==> config.mk <==
export PLATFORM = sky130hd
export DESIGN_NAME = iob_cpu_bus_arbiter
export DESIGN_NICKNAME = d
export VERILOG_FILES = /design/src/rtl/iob_cpu_bus_arbiter.sv
export SDC_FILE = /design/constraint.sdc
export NUM_CORES = 1
export LEC_CHECK = 0
export CAP_MARGIN = 20
export CELL_PAD_IN_SITES_DETAIL_PLACEMENT = 1
export CELL_PAD_IN_SITES_GLOBAL_PLACEMENT = 1
export CORE_MARGIN = 5
export CORE_UTILIZATION = 15
export DETAILED_ROUTE_END_ITERATION = 8
export PLACE_DENSITY = 0.91
export SLEW_MARGIN = 10
export SYNTH_ARGS = -nofsm -noshare
export SYNTH_HDL_FRONTEND = slang
export SYNTH_SLANG_ARGS = --single-unit
==> constraint.sdc <==
create_clock -name clk -period 2.3 [get_ports clk]
set_clock_uncertainty 0.1 [all_clocks]
set_input_delay 0.345 -clock clk [delete_from_list [all_inputs] [get_ports clk]]
set_output_delay 0.345 -clock clk [all_outputs]
set_load 0.01 [all_outputs]
==> src/rtl/iob_cpu_bus_arbiter.sv <==
// Two-master (ibus/dbus) to one-slave arbiter for the native CPU memory bus.
// Grant is held for a whole transaction; a watchdog aborts transfers the slave never completes.
module iob_cpu_bus_arbiter #(
  parameter int ADDR_W    = 32,
  parameter int DATA_W    = 32,
  parameter int PRIO_D    = 0,
  parameter int TIMEOUT_W = 8
) (
  input  logic                clk,
  input  logic                resetn,
  input  logic                i_valid,
  input  logic [ADDR_W-1:0]   i_addr,
  input  logic [DATA_W-1:0]   i_wdata,
  input  logic [DATA_W/8-1:0] i_wstrb,
  output logic [DATA_W-1:0]   i_rdata,
  output logic                i_ready,
  input  logic                d_valid,
  input  logic [ADDR_W-1:0]   d_addr,
  input  logic [DATA_W-1:0]   d_wdata,
  input  logic [DATA_W/8-1:0] d_wstrb,
  output logic [DATA_W-1:0]   d_rdata,
  output logic                d_ready,
  output logic                m_valid,
  output logic [ADDR_W-1:0]   m_addr,
  output logic [DATA_W-1:0]   m_wdata,
  output logic [DATA_W/8-1:0] m_wstrb,
  input  logic [DATA_W-1:0]   m_rdata,
  input  logic                m_ready,
  output logic                busy,
  output logic                timeout
);

  localparam int   WD_W  = (TIMEOUT_W > 0) ? TIMEOUT_W : 1;
  localparam logic SEL_I = 1'b0;
  localparam logic SEL_D = 1'b1;

  typedef enum logic {IDLE, BUSY} state_t;

  state_t          state, state_nxt;
  logic            sel_q, sel_nxt;
  logic            last_q, last_nxt;
  logic [WD_W-1:0] wdog, wdog_nxt;
  logic            timeout_nxt;
  logic            winner;
  logic            wdog_hit;
  logic            fin;
  logic [DATA_W-1:0] rdata_fin;

  // Tie-break: data priority, or round-robin away from the last granted master.
  function automatic logic pick(input logic iv, input logic dv, input logic last);
    if (iv && dv) return (PRIO_D != 0) ? SEL_D : ~last;
    return dv ? SEL_D : SEL_I;
  endfunction

  assign winner   = pick(i_valid, d_valid, last_q);
  assign wdog_hit = (TIMEOUT_W > 0) && (wdog == {WD_W{1'b1}});

  always_ff @(posedge clk or negedge resetn) begin
    if (!resetn) begin
      state   <= IDLE;
      sel_q   <= SEL_I;
      last_q  <= SEL_D;
      wdog    <= '0;
      timeout <= 1'b0;
    end else begin
      state   <= state_nxt;
      sel_q   <= sel_nxt;
      last_q  <= last_nxt;
      wdog    <= wdog_nxt;
      timeout <= timeout_nxt;
    end
  end

  always_comb begin
    state_nxt   = state;
    sel_nxt     = sel_q;
    last_nxt    = last_q;
    wdog_nxt    = wdog;
    timeout_nxt = timeout;
    busy        = 1'b0;
    m_valid     = 1'b0;
    m_addr      = '0;
    m_wdata     = '0;
    m_wstrb     = '0;
    fin         = 1'b0;
    rdata_fin   = '0;
    case (state)
      IDLE: begin
        if (i_valid || d_valid) begin
          sel_nxt   = winner;
          last_nxt  = winner;
          wdog_nxt  = '0;
          state_nxt = BUSY;
        end
      end
      BUSY: begin
        busy    = 1'b1;
        m_addr  = (sel_q == SEL_D) ? d_addr  : i_addr;
        m_wdata = (sel_q == SEL_D) ? d_wdata : i_wdata;
        m_wstrb = (sel_q == SEL_D) ? d_wstrb : i_wstrb;
        // A slave response in the watchdog's last cycle still counts as a normal completion.
        if (m_ready) begin
          fin       = 1'b1;
          rdata_fin = m_rdata;
          state_nxt = IDLE;
        end else if (wdog_hit) begin
          fin         = 1'b1;
          timeout_nxt = 1'b1;
          state_nxt   = IDLE;
        end else begin
          m_valid  = 1'b1;
          wdog_nxt = wdog + 1'b1;
        end
      end
      default: state_nxt = IDLE;
    endcase
    i_ready = fin && (sel_q == SEL_I);
    d_ready = fin && (sel_q == SEL_D);
    i_rdata = i_ready ? rdata_fin : '0;
    d_rdata = d_ready ? rdata_fin : '0;
  end

endmodule
==> metrics.csv <==
metric,value,unit
largest area contributor in the netlist,mux2i_1,
worst hold margin,0.371,ns
synth top area cells,"mux2i_1 32%, and2_1 19%, nor2_1 13%, dfrtp_1 13%, buf_2 2.1%",
CP max stage cell,clkdlybuf4s50_1,
Post-Layout Cell Count,782,
Synth Cell Area,2130,um2
final-stage net count,776,
die width,129,um
Top Ports,310,
Worst Setup End Kind,primary output,
Mapped Cells,293,
"Distinct cells, synth",36,
Tightest Pin Transition,0.580,ns
"Seq/Total Area, Yosys",14.2,%
Worst EP arrival,1.80,ns
Setup Viol. Count Final,0,
Via Count,3345,
global-route wire length before repair,20100,um
warnings from Yosys,0,
clock latency on the worst-skew pair,0.25,ns
largest net degree at the start of global routing,41,
clk buf depth,2,
setup ws final,0.0532,ns
initial antenna violation count,1,
1st-iter DRT viols,32,
Root Driver,clkbuf_16,
VDD IR max,202,uV
Final Hold Fails,0,
post-synth net total,467,
Tot Pwr,0.00252,W
Tcrit/Tclk final,97.7,%
vias per inst,4.28,
# rows,43,
Max Freq,445,MHz
P_leak,3.11,nW
gpl congestion,0.969,
clk sinks,12,
power per cell area,442,nW/um2
vias in the first global route,3747,
"Reg clk slew, reported paths",0.05,ns
placed cell count,775,
max-cap violation count,0,
CTS Buf Count,3,
status,"complete, no violations",
relative slew slack,61.2,%
CTS H-tree depth,1,
CTS tree,yes,
Port Buffers,309,
post-place setup slack,-0.267,ns
drt first pass iters,4,
Synth top area share,32.5,%
Core Region,13900,um2
Routed Antenna Nets,0,
gr ovfl total,0,
post-layout util,41.1,%
Worst path max stage delay,0.56,ns
die area,16700,um2
Worst Path Max Fanout,21,
Routed Wire Length,14100,um
drt drc,0,
Avg WL per Cell,18.0,um
Mean Syn Cell Area,7.26,um2
worst setup path category,flop to primary output,
"flops & latches, synth",12,
initial core utilization,15.3,%
CP Cell Sequence,"buf_12, mux2i_1, nor2_1, clkdlybuf4s50_1",
Final Max Slew Viols,0,
share of post-route cells with drive strength above 1,6.49,%
post-DP HPWL,12100,um
Startpoint Class,flop,
minimum clock period,2.25,ns
area grow syn2layout,168,%
Worst EP required,1.86,ns
HP Class,primary input to asynchronous set/reset pin,
Die H,129,um
gr usage total,15.1,%
[path summary, 6_finish.rpt]
check	slack, ns	cells past startpoint	to	startpoint
setup / recovery	0.05	4	m_addr[13]	sel_q
hold / removal	0.37	1	timeout	resetn
setup reg to reg	0.60	6	wdog[4]	wdog[0]
hold reg to reg	0.38	1	timeout	timeout
max in group asynchronous	1.29	1	sel_q	resetn
min in group clk	0.38	1	timeout	timeout
[per-layer routing]
metal,vias to the layer above,part of all wire [%],track usage [%]
met5,-,0,0
met4,0,2.2,3.52
met3,18,10,4.29
met2,218,52,29.4
met1,1517,35,16.0
li1,1592,-,-
[power breakdown]
part           switching [W]  internal [W]  leakage [nW]
Combinational       0.000804       0.00107          2.91
Clock               0.000102      0.000263        0.0442
Sequential         0.0000408      0.000246         0.154
[cell usage after synthesis, drive strengths merged]
library cell / count
a21o: 1
or3: 1
a22o: 3
a2111oi: 1
clkbuf: 7
o211ai: 1
xnor2: 2
mux2i: 69
a31oi: 1
and4: 1
nand2: 10
and3: 2
nand4: 3
buf: 17
a21oi: 3
dfstp: 1
inv: 3
dfrtp: 11
a31o: 1
or4: 1
nand3: 3
ha: 1
nor3: 2
o21ai: 5
mux2: 2
a211oi: 1
nor2: 74
nand4b: 1
and2: 65
[cells by family (layout without fill, tap and decap cells)]
family | count (synthesis) | count (layout) | synth area share (%)
compound gates | 17 | 17 | 6.59
xor+xnor | 2 | 2 | 0.823
fa+ha+maj | 1 | 1 | 0.588
buf+inv | 27 | 335 | 5.82
flops | 12 | 12 | 14.2
mux | 71 | 71 | 33.5
other cells | 0 | 1 | 0
simple gates | 163 | 163 | 38.5
[layout make-up]
cell class                 instances  area [um2]
sequential                        12         307
tap                              180         225
antenna                            1        2.50
timing repair buffer             328        3340
fill                            1660        8180
inverter                           3        11.3
clock buffer                       4        88.8
multi-input combinational        254        1730
[layout by cell type (no fill, tap or decap), types with 2 or more instances in the layout]
master | synthesis | final
nor2_1 | 74 | 73
xnor2_1 | 2 | 2
mux2i_1 | 69 | 69
mux2_2 | 2 | 2
nor3_1 | 2 | 2
nand2_1 | 10 | 9
dlygate4sd2_1 | 0 | 63
buf_12 | 0 | 4
and3_4 | 1 | 2
and2_1 | 64 | 64
dlymetal6s2s_1 | 0 | 35
a21oi_1 | 2 | 2
dfrtp_1 | 11 | 9
nand3_1 | 3 | 3
nand4_1 | 3 | 3
clkbuf_16 | 0 | 3
inv_1 | 2 | 2
a22o_1 | 3 | 3
o21ai_0 | 5 | 5
clkdlybuf4s50_1 | 0 | 211
buf_4 | 1 | 12
[worst max-delay path, delay by kind of cell, from the launching register on]
kind          cells  cell delay (ns)
buf+inv           2             0.75
simple gates      1             0.11
flops             1             0.54
mux               1             0.14
[per-stage QoR]
step,setup TNS (ns),cell area [um2]
finish,0,5700
floorplan,0,2130
CTS,-0.0456,5600
global route,-0.00644,5700
detailed placement,-12.04,5530
global placement,-7.99,5530
[registers in the layout, indices dropped and copies added (netlist names)]
| register | count |
|---|---|
| timeout | 1 |
| state | 1 |
| sel_q | 1 |
| last_q | 1 |
| wdog | 8 |
[timing repair]
item / in CTS / in global routing
setup buffers: 0 / 1
setup endpoints to repair: 95 / 60
hold buffers: 0 / 0
cloned: 1 / 0
resized for setup: 70 / 36
Power figures use the tool's default switching activity.
